## src/rtl/spi_slave_xcvr_if.sv

```systemverilog
// Bus bundle for spi_slave_xcvr: SPI pins plus the local TX/RX word handshake.
// The slave modport is the transceiver's view; the master modport is the pins/host side.
interface spi_slave_xcvr_if #(
    parameter int DATA_W = 8
);
    logic              SCLK;
    logic              SS;
    logic              MOSI;
    logic              MISO;
    logic              MISO_oe;
    logic [DATA_W-1:0] tx_data;
    logic              tx_valid;
    logic              tx_ready;
    logic [DATA_W-1:0] rx_data;
    logic              rx_valid;
    logic              rx_abort;
    logic              tx_underrun;
    logic              busy;

    modport slave (
        input  SCLK, SS, MOSI, tx_data, tx_valid,
        output MISO, MISO_oe, tx_ready, rx_data, rx_valid, rx_abort, tx_underrun, busy
    );

    modport master (
        output SCLK, SS, MOSI, tx_data, tx_valid,
        input  MISO, MISO_oe, tx_ready, rx_data, rx_valid, rx_abort, tx_underrun, busy
    );
endinterface

```

## src/rtl/spi_slave_xcvr.sv

```systemverilog
// Full-duplex SPI mode-0 slave oversampled on clk, with a one-word TX holding buffer.
// Define SPI_SLAVE_LSB_FIRST_EN for LSB-first shifting; the default build is MSB-first.
module spi_slave_xcvr #(
    parameter int                DATA_W    = 8,
    parameter logic [DATA_W-1:0] IDLE_WORD = 8'hFF
) (
    input logic             clk,
    input logic             rst,
    spi_slave_xcvr_if.slave bus
);
    localparam int CNT_W = (DATA_W > 2) ? $clog2(DATA_W) : 1;
    localparam logic [CNT_W-1:0] LAST_BIT = CNT_W'(DATA_W - 1);

    localparam logic [0:0] IDLE  = 1'b0;
    localparam logic [0:0] SHIFT = 1'b1;

    logic              sclk_s1, sclk_s2, sclk_prev;
    logic              ss_s1, ss_s2, ss_prev;
    logic              mosi_s1, mosi_s2;
    logic [0:0]        state;
    logic [CNT_W-1:0]  bit_cnt;
    logic [DATA_W-1:0] tx_shift;
    logic [DATA_W-1:0] rx_shift;
    logic [DATA_W-1:0] buf_word;
    logic              buf_full;
    logic              miso;
    logic              miso_oe;
    logic [DATA_W-1:0] rx_data;
    logic              rx_valid;
    logic              rx_abort;
    logic              tx_underrun;

    logic              sclk_rise, sclk_fall, ss_rise, ss_fall;
    logic              load_now;
    logic [DATA_W-1:0] load_word;
    logic              load_bit;
    logic [DATA_W-1:0] tx_next;
    logic              next_bit;
    logic [DATA_W-1:0] rx_next;

    // SS/SCLK chains reset low, so a pin already low at reset release never looks like a start.
    always_ff @(posedge clk or posedge rst) begin
        if (rst) begin
            sclk_s1   <= 1'b0;
            sclk_s2   <= 1'b0;
            sclk_prev <= 1'b0;
            ss_s1     <= 1'b0;
            ss_s2     <= 1'b0;
            ss_prev   <= 1'b0;
            mosi_s1   <= 1'b0;
            mosi_s2   <= 1'b0;
        end else begin
            sclk_s1   <= bus.SCLK;
            sclk_s2   <= sclk_s1;
            sclk_prev <= sclk_s2;
            ss_s1     <= bus.SS;
            ss_s2     <= ss_s1;
            ss_prev   <= ss_s2;
            mosi_s1   <= bus.MOSI;
            mosi_s2   <= mosi_s1;
        end
    end

    assign sclk_rise = sclk_s2 & ~sclk_prev;
    assign sclk_fall = ~sclk_s2 & sclk_prev;
    assign ss_rise   = ss_s2 & ~ss_prev;
    assign ss_fall   = ~ss_s2 & ss_prev;

    assign load_now = (state == IDLE) ? ss_fall
                                      : (!ss_rise && !sclk_rise && sclk_fall && bit_cnt == '0);

    always_comb begin
        load_word = IDLE_WORD;
        if (buf_full) begin
            load_word = buf_word;
        end else if (bus.tx_valid) begin
            load_word = bus.tx_data;
        end
    end

`ifdef SPI_SLAVE_LSB_FIRST_EN
    assign load_bit = load_word[0];
    assign tx_next  = tx_shift >> 1;
    assign next_bit = tx_shift[1];
    assign rx_next  = {mosi_s2, rx_shift[DATA_W-1:1]};
`else
    assign load_bit = load_word[DATA_W-1];
    assign tx_next  = tx_shift << 1;
    assign next_bit = tx_shift[DATA_W-2];
    assign rx_next  = {rx_shift[DATA_W-2:0], mosi_s2};
`endif

    // A word offered during a load cycle bypasses the buffer instead of being captured.
    always_ff @(posedge clk or posedge rst) begin
        if (rst) begin
            buf_full <= 1'b0;
            buf_word <= '0;
        end else if (load_now && buf_full) begin
            buf_full <= 1'b0;
        end else if (bus.tx_valid && !buf_full && !load_now) begin
            buf_full <= 1'b1;
            buf_word <= bus.tx_data;
        end
    end

    always_ff @(posedge clk or posedge rst) begin
        if (rst) begin
            state       <= IDLE;
            bit_cnt     <= '0;
            tx_shift    <= '0;
            rx_shift    <= '0;
            miso        <= 1'b0;
            miso_oe     <= 1'b0;
            rx_data     <= '0;
            rx_valid    <= 1'b0;
            rx_abort    <= 1'b0;
            tx_underrun <= 1'b0;
        end else begin
            rx_valid    <= 1'b0;
            rx_abort    <= 1'b0;
            tx_underrun <= load_now && !buf_full && !bus.tx_valid;
            case (state)
                IDLE: begin
                    miso_oe <= 1'b0;
                    bit_cnt <= '0;
                    if (ss_fall) begin
                        tx_shift <= load_word;
                        miso     <= load_bit;
                        miso_oe  <= 1'b1;
                        state    <= SHIFT;
                    end
                end
                SHIFT: begin
                    if (ss_rise) begin
                        rx_abort <= (bit_cnt != '0);
                        rx_shift <= '0;
                        miso_oe  <= 1'b0;
                        bit_cnt  <= '0;
                        state    <= IDLE;
                    end else if (sclk_rise) begin
                        rx_shift <= rx_next;
                        if (bit_cnt == LAST_BIT) begin
                            rx_data  <= rx_next;
                            rx_valid <= 1'b1;
                            bit_cnt  <= '0;
                        end else begin
                            bit_cnt <= bit_cnt + 1'b1;
                        end
                    end else if (sclk_fall) begin
                        if (bit_cnt == '0) begin
                            tx_shift <= load_word;
                            miso     <= load_bit;
                        end else begin
                            tx_shift <= tx_next;
                            miso     <= next_bit;
                        end
                    end
                end
                default: state <= IDLE;
            endcase
        end
    end

    assign bus.MISO        = miso;
    assign bus.MISO_oe     = miso_oe;
    assign bus.tx_ready    = !buf_full;
    assign bus.rx_data     = rx_data;
    assign bus.rx_valid    = rx_valid;
    assign bus.rx_abort    = rx_abort;
    assign bus.tx_underrun = tx_underrun;
    assign bus.busy        = (state == SHIFT);
endmodule

```

## src/flat_wrapper.sv

```systemverilog
// flat-port wrapper written by rule: the top's interface ports become plain ports
module spi_slave_xcvr_flat 
#(
    parameter int                DATA_W    = 8,
    parameter logic [DATA_W-1:0] IDLE_WORD = 8'hFF
)
  (clk, rst, bus_SCLK, bus_SS, bus_MOSI, bus_tx_data, bus_tx_valid, bus_MISO, bus_MISO_oe, bus_tx_ready, bus_rx_data, bus_rx_valid, bus_rx_abort, bus_tx_underrun, bus_busy);
  spi_slave_xcvr_if #(.DATA_W(DATA_W)) bus_i ();
  input logic clk;
  input logic rst;
  input wire logic [$bits(bus_i.SCLK)-1:0] bus_SCLK;
  input wire logic [$bits(bus_i.SS)-1:0] bus_SS;
  input wire logic [$bits(bus_i.MOSI)-1:0] bus_MOSI;
  input wire logic [$bits(bus_i.tx_data)-1:0] bus_tx_data;
  input wire logic [$bits(bus_i.tx_valid)-1:0] bus_tx_valid;
  output wire logic [$bits(bus_i.MISO)-1:0] bus_MISO;
  output wire logic [$bits(bus_i.MISO_oe)-1:0] bus_MISO_oe;
  output wire logic [$bits(bus_i.tx_ready)-1:0] bus_tx_ready;
  output wire logic [$bits(bus_i.rx_data)-1:0] bus_rx_data;
  output wire logic [$bits(bus_i.rx_valid)-1:0] bus_rx_valid;
  output wire logic [$bits(bus_i.rx_abort)-1:0] bus_rx_abort;
  output wire logic [$bits(bus_i.tx_underrun)-1:0] bus_tx_underrun;
  output wire logic [$bits(bus_i.busy)-1:0] bus_busy;
  assign bus_i.SCLK = bus_SCLK;
  assign bus_i.SS = bus_SS;
  assign bus_i.MOSI = bus_MOSI;
  assign bus_i.tx_data = bus_tx_data;
  assign bus_i.tx_valid = bus_tx_valid;
  assign bus_MISO = bus_i.MISO;
  assign bus_MISO_oe = bus_i.MISO_oe;
  assign bus_tx_ready = bus_i.tx_ready;
  assign bus_rx_data = bus_i.rx_data;
  assign bus_rx_valid = bus_i.rx_valid;
  assign bus_rx_abort = bus_i.rx_abort;
  assign bus_tx_underrun = bus_i.tx_underrun;
  assign bus_busy = bus_i.busy;
  spi_slave_xcvr #(.DATA_W(DATA_W), .IDLE_WORD(IDLE_WORD)) u_core (.clk(clk), .rst(rst), .bus(bus_i));
endmodule
```

## config.mk

```make
export PLATFORM = sky130hd
export DESIGN_NAME = spi_slave_xcvr_flat
export DESIGN_NICKNAME = d
export VERILOG_FILES = /design/src/rtl/spi_slave_xcvr_if.sv /design/src/rtl/spi_slave_xcvr.sv /design/src/flat_wrapper.sv
export SDC_FILE = /design/constraint.sdc
export NUM_CORES = 1
export LEC_CHECK = 0
export CAP_MARGIN = 5
export CORE_ASPECT_RATIO = 0.75
export CORE_MARGIN = 5
export CORE_UTILIZATION = 24
export DETAILED_ROUTE_END_ITERATION = 8
export GPL_TIMING_DRIVEN = 1
export PLACE_DENSITY = 0.45
export RECOVER_POWER = 25
export SYNTH_ARGS = -nofsm -noshare
export SYNTH_HDL_FRONTEND = slang
export SYNTH_SLANG_ARGS = --single-unit
```

## constraint.sdc

```tcl
create_clock -name clk -period 2 [get_ports clk]
set_input_delay 0.4 -clock clk [delete_from_list [all_inputs] [get_ports clk]]
set_output_delay 0.4 -clock clk [all_outputs]
set_load 0.01 [all_outputs]
```

==> reports/qor.csv, run 1 <==
metric;value;unit
insertion_delay;310;ps
path_cells;clkdlybuf4s50_1;
synth_area;0.00197;sq mm
use_met3;0.0383;
place_congestion;0.741;
die_w;115;um
grtUsageMet2;0.111;
yosys_register_bits;48;
multi_input_area;706;sq um
grt-ovfl-total;0;
power.share.switching;0.261;
path_clk_slew;100;ps
grt_antenna_before_repair;0;
drt-total-wl;3850;um
num_antenna_cells;0;
cts_root_buffer;clkbuf_8;
syn_inst;150;
postPlaceCellArea;0.00238;sq mm
clk_path_buf_depth;2;
grt_pass1_wl;6800;um
worst_clock_skew;8.66;ps
hold_viol;0;
synthDistinctLibCells;29;
final_nets;200;
comb_power_share;0.173;
first_pass_iters;4;
viasPerCell;4.20;
avgSynthCellArea;13.1;sq um
slew_violations;0;
grt_pass1_vias;1302;
dp_hpwl;2570;um
cp_top_family;buffers and inverters;
power_frac_seq;0.511;
cts_tree;yes;
dieArea;0.0101;sq mm
cts_max_level;2;
irDropWorstVdd;0.000381;V
busiest_layer;met1;
critPathMaxFanout;10;
outcome;completed;
worst_pin_slew;1180;ps
critPathBufInv;1;
worstSetupStartpointType;register;
initial_core_util;0.248;
ios;29;
design_area;0.00249;sq mm
fin_crit;1820;ps
first_iter_violations;51;
core_area;0.00795;sq mm
num-fill-cells;815;
p_switching;0.623;mW
wl_per_cell;13.3;um
hold_path.class;reg -> reg;
power.density;959;mW/mm^2
postCtsHoldBufs;0;
grt_max_degree;49;
cts_buffers;5;
synthesis.nets;167;
worstPathRequired;1600;ps
grt_setup_unrepaired;false;
leakagePower;1.11;nW
path_class;reg -> out;
end_kind;output pin;
detail-route-antenna-nets;0;
cp.arrival;1420;ps
final_min_period_over_clock_period;0.912;
io_buffers;28;
internal_power;1.77;mW
remaining_drc_errors;0;
die_height;88.5;um
drive_gt1_frac;0.185;
fin_tns_setup;0;ps
grtUsageMet1;0.128;
slew_headroom;0.214;
cts.sinks;48;
dr_total_vias;1215;
std_cell_rows;28;
drv_cap;0;
syn_to_final_growth;26.5;%
seq_area_frac_synth;0.610;
track_usage;0.0870;
max_freq;548;MHz
p_clk_frac;0.316;
setup_viol_count_final;0;
max_stage_delay;590;ps
cpMaxStageDelayCell;clkdlybuf4s50_1;
regArea;0.00120;sq mm
yosysWarnings;0;
## cells in the mapped netlist
master | instances | area share
a22o_1 | 7 | 0.031
o21ai_0 | 1 | 0.0025
a21oi_1 | 3 | 0.0076
mux2i_1 | 1 | 0.0051
nor2_1 | 12 | 0.023
clkbuf_1 | 1 | 0.0019
buf_6 | 1 | 0.0057
mux2_4 | 8 | 0.061
a41o_2 | 1 | 0.0057
nand2_1 | 17 | 0.032
nor3_1 | 2 | 0.0051
a31oi_1 | 7 | 0.022
dfrtp_1 | 48 | 0.61
buf_4 | 1 | 0.0038
ha_1 | 3 | 0.019
nand2b_1 | 3 | 0.0095
nand4_2 | 1 | 0.0064
and2_1 | 1 | 0.0032
inv_1 | 8 | 0.015
o21a_1 | 1 | 0.0038
a31o_2 | 1 | 0.0044
a31oi_4 | 1 | 0.011
nor3b_4 | 1 | 0.0095
and4bb_1 | 1 | 0.0064
o221ai_1 | 7 | 0.031
buf_2 | 2 | 0.0051
o211ai_1 | 1 | 0.0038
mux2_2 | 8 | 0.046
nand3_4 | 1 | 0.0089
## sequential cells by signal, indices dropped and copies added, names as in the netlist, 3 cells and up
| register | cells |
|---|---|
| u_core.buf_word | 8 |
| u_core.bus.rx_data | 8 |
| u_core.rx_shift | 7 |
| u_core.tx_shift | 7 |
| u_core.bit_cnt | 3 |
## what timing repair did
action / in CTS / in global routing
resized for setup: 1 / 0
setup buffers: 0 / 0
setup endpoints to repair: 1 / 0
## path summary, 6_finish.rpt
path	cells after the start	slack [ps]	to	start
max	1	180	bus_busy	u_core.bus.busy
min	0	360	u_core.ss_s2	u_core.ss_s1
max reg2reg	6	240	u_core.buf_word[0]	u_core.bit_cnt[0]
min reg2reg	0	360	u_core.ss_s2	u_core.ss_s1
max in group asynchronous	3	440	u_core.bus.busy	rst
min in group asynchronous	3	770	u_core.bus.rx_valid	rst
## cells in the final DEF, fill, tap and decap left out, drive strengths merged, types with 2 or more instances in the layout
cell type / instances
inv: 7
dfrtp: 48
nand2: 17
nor3: 2
clkbuf: 7
buf: 2
clkdlybuf4s50: 25
clkinv: 2
o221ai: 7
nand2b: 3
ha: 3
a21oi: 3
a31oi: 8
nor2: 12
a22o: 7
mux2: 16
dlygate4sd3: 3
## power groups by stage
stage	registers (mW)	logic, mW	clock network, mW
2_1_floorplan	1.21	0.305	0
3_3_place_gp	1.24	0.417	0
3_5_place_dp	1.24	0.424	0
4_1_cts	1.22	0.427	0.788
5_1_grt	1.24	0.469	0.826
6_report	1.22	0.413	0.755
## per-stage QoR
step                hold slack, ps  utilization  power [mW]  std cells  setup WS [ps]
global placement               333        0.300        1.66        281            274
global route                   366        0.313        2.54        289            114
floorplan                      331            -        1.52        150            345
CTS                            360        0.315        2.44        289            147
finish                         356        0.313        2.39        289            176
detailed placement             336        0.300        1.66        281            248
## layer usage
| metal | part of all wire | vias to the layer above |
|---|---|---|
| met2 | 0.38 | 31 |
| li1 | - | 600 |
| met3 | 0.079 | 8 |
| met4 | 0.014 | 0 |
| met1 | 0.53 | 576 |
| met5 | 0 | - |
## cell families after synthesis
kind of cell / share of synthesized area
DFF: 0.610
adders and majority gates: 0.0191
muxes: 0.112
buffers and inverters: 0.0318
and+or+nand+nor: 0.104
AOI/OAI and AO/OA: 0.123
## cell type report
class / instances / share of cell area
sequential: 48 / 0.483
multi-input combinational: 89 / 0.283
timing repair buffer: 31 / 0.121
tap: 105 / 0.0527
clock buffer: 6 / 0.0331
clock inverter: 2 / 0.0156
inverter: 8 / 0.0121
Power figures use the tool's default switching activity.
==> run 2, diff against run 1 <==
--- a/config.mk
+++ b/config.mk
@@ -11,8 +11,9 @@
 export CORE_UTILIZATION = 24
 export DETAILED_ROUTE_END_ITERATION = 8
 export GPL_TIMING_DRIVEN = 1
-export PLACE_DENSITY = 0.45
+export PLACE_DENSITY = 0.54
 export RECOVER_POWER = 25
+export SKIP_CTS_REPAIR_TIMING = 1
 export SYNTH_ARGS = -nofsm -noshare
 export SYNTH_HDL_FRONTEND = slang
 export SYNTH_SLANG_ARGS = --single-unit
==> run 2 against run 1 <==
First-iteration DRC count increased by 29%. Via count grew 3.0%. Critical path type unchanged. Fmax about the same. Clock skew up 0.91 ps. Global-route usage is 0.084 points lower. Die area is the same. Sequential power is essentially flat. Sequential cell count is the same. Setup slack gained 0.88 ps. Register-to-register slack is essentially flat. Largest cell class unchanged. Clock power increased by 3.4%.
==> reports/qor.csv, run 2 (same netlist as run 1, synthesis figures left out) <==
metric;value;unit
internal_power;1.80;mW
max_freq;548;MHz
path_clk_slew;90;ps
critPathBufInv;1;
worst_clock_skew;9.57;ps
setup_viol_count_final;0;
cts.sinks;48;
worst_r2r_path_depth;6;
outcome;completed;
fin_tns_setup;0;ps
design_area;0.00250;sq mm
wl_per_cell;13.5;um
first_iter_violations;66;
p_switching;0.616;mW
dp_cells;281;
slew_headroom;0.179;
ios;29;
critPathMaxFanout;10;
drv_cap;0;
dr_total_vias;1251;
clk_path_buf_depth;2;
grt_pass1_vias;1293;
reg_top3;u_core.buf_word (8), u_core.bus.rx_data (8);
multi_input_area;706;sq um
place_congestion;0.744;
initial_core_util;0.248;
fin_cells;289;
detail-route-antenna-nets;0;
power_frac_seq;0.507;
grt_setup_unrepaired;false;
grt_max_degree;49;
power.share.switching;0.255;
remaining_drc_errors;0;
cts_tree;yes;
cts_buffers;5;
worst_pin_slew;1230;ps
final_nets;200;
end_kind;output pin;
power.density;967;mW/mm^2
final_common_cell;dfrtp_1;
num-fill-cells;800;
cp.arrival;1420;ps
die_height;88.5;um
grt-ovfl-total;0;
final_cell_mix;47 x dfrtp_1, 25 x clkdlybuf4s50_1, 17 x nand2_1;
track_usage;0.0862;
cpMaxStageDelayCell;clkdlybuf4s50_1;
cts_max_level;2;
final_min_period_over_clock_period;0.912;
die_w;115;um
comb_power_share;0.169;
syn_to_final_growth;26.7;%
hold_viol;0;
io_buffers;28;
worstSetupStartpointType;register;
postPlaceCellArea;0.00238;sq mm
crit_path_start;u_core.bus.busy;
worstPathRequired;1600;ps
path_class;reg -> out;
p_clk_frac;0.324;
drive_gt1_frac;0.185;
slew_violations;0;
dp_slack;234;ps
crit_end;bus_busy;
setup_ws;177;ps
cts_root_buffer;clkbuf_8;
irDropWorstVdd;0.000351;V
first_pass_iters;5;
viasPerCell;4.33;
dp_hpwl;2710;um
grt_pass1_wl;6610;um
dieArea;0.0101;sq mm
hold_path.class;reg -> reg;
insertion_delay;310;ps
std_cell_rows;28;
timing.rr.start;u_core.bit_cnt[0];
rrSetupSlack;240;ps
num_antenna_cells;0;
grt_antenna_before_repair;0;
core_area;0.00795;sq mm
hp-start;u_core.mosi_s1;
path_cells;clkdlybuf4s50_1;
regArea;0.00120;sq mm
cp_top_family;buffers and inverters;
fin_crit;1820;ps
max_stage_delay;590;ps
drt-total-wl;3890;um
fin_util;0.314;
critical_path_depth;1;
leakagePower;1.12;nW
r2r-end;u_core.buf_word[1];
run 2: cell count changes in the layout (fill, tap and decap cells not counted):
cell	before	now
clkinv_4	1	0
clkbuf_8	6	7
run 2: worst min-delay path by stage:
stage,endpoint,slack (ps),depth (start not counted)
after floorplan,u_core.mosi_s2,330,0
after global placement,u_core.sclk_s2,330,0
after detailed placement,u_core.mosi_s2,330,0
after CTS,u_core.mosi_s2,360,0
after global routing,u_core.ss_s2,360,0
final,u_core.mosi_s2,350,0
run 2: metrics by stage:
stage               hold WS (ps)  total power [mW]
CTS                          355              2.45
detailed placement           335              1.66
global route                 365              2.56
finish                       353              2.41
floorplan                    331              1.52
global placement             334              1.65
run 2: cell type report:
type / instances / share of cell area
clock buffers: 7 / 0.0386
inverters: 8 / 0.0120
multi-input cells: 89 / 0.283
clock inverters: 1 / 0.0120
flip-flops and latches: 48 / 0.482
repair buffers: 31 / 0.120
well taps: 105 / 0.0526
run 2: per-layer routing:
| layer | track usage | vias up | wire length [um] |
|---|---|---|---|
| met5 | 0 | - | 0 |
| met4 | 0.0356 | 0 | 64 |
| met3 | 0.0362 | 8 | 235 |
| met2 | 0.122 | 26 | 1640 |
| met1 | 0.116 | 621 | 1960 |
| li1 | - | 596 | - |
run 2: power groups by stage:
stage                     clock [mW]  combinational [mW]  sequential, mW
after CTS                      0.805               0.423            1.22
after floorplan                    0               0.305            1.21
after global routing           0.849               0.459            1.25
after detailed placement           0               0.426            1.24
final                          0.781               0.409            1.22
after global placement             0               0.413            1.24
==> run 3, diff against run 2 <==
--- a/config.mk
+++ b/config.mk
@@ -14,6 +14,7 @@
 export PLACE_DENSITY = 0.54
 export RECOVER_POWER = 25
 export SKIP_CTS_REPAIR_TIMING = 1
+export SLEW_MARGIN = 20
 export SYNTH_ARGS = -nofsm -noshare
 export SYNTH_HDL_FRONTEND = slang
 export SYNTH_SLANG_ARGS = --single-unit
==> results of run 3 <==
No change in the layout: final DEF, timing and power equal those of run 2.
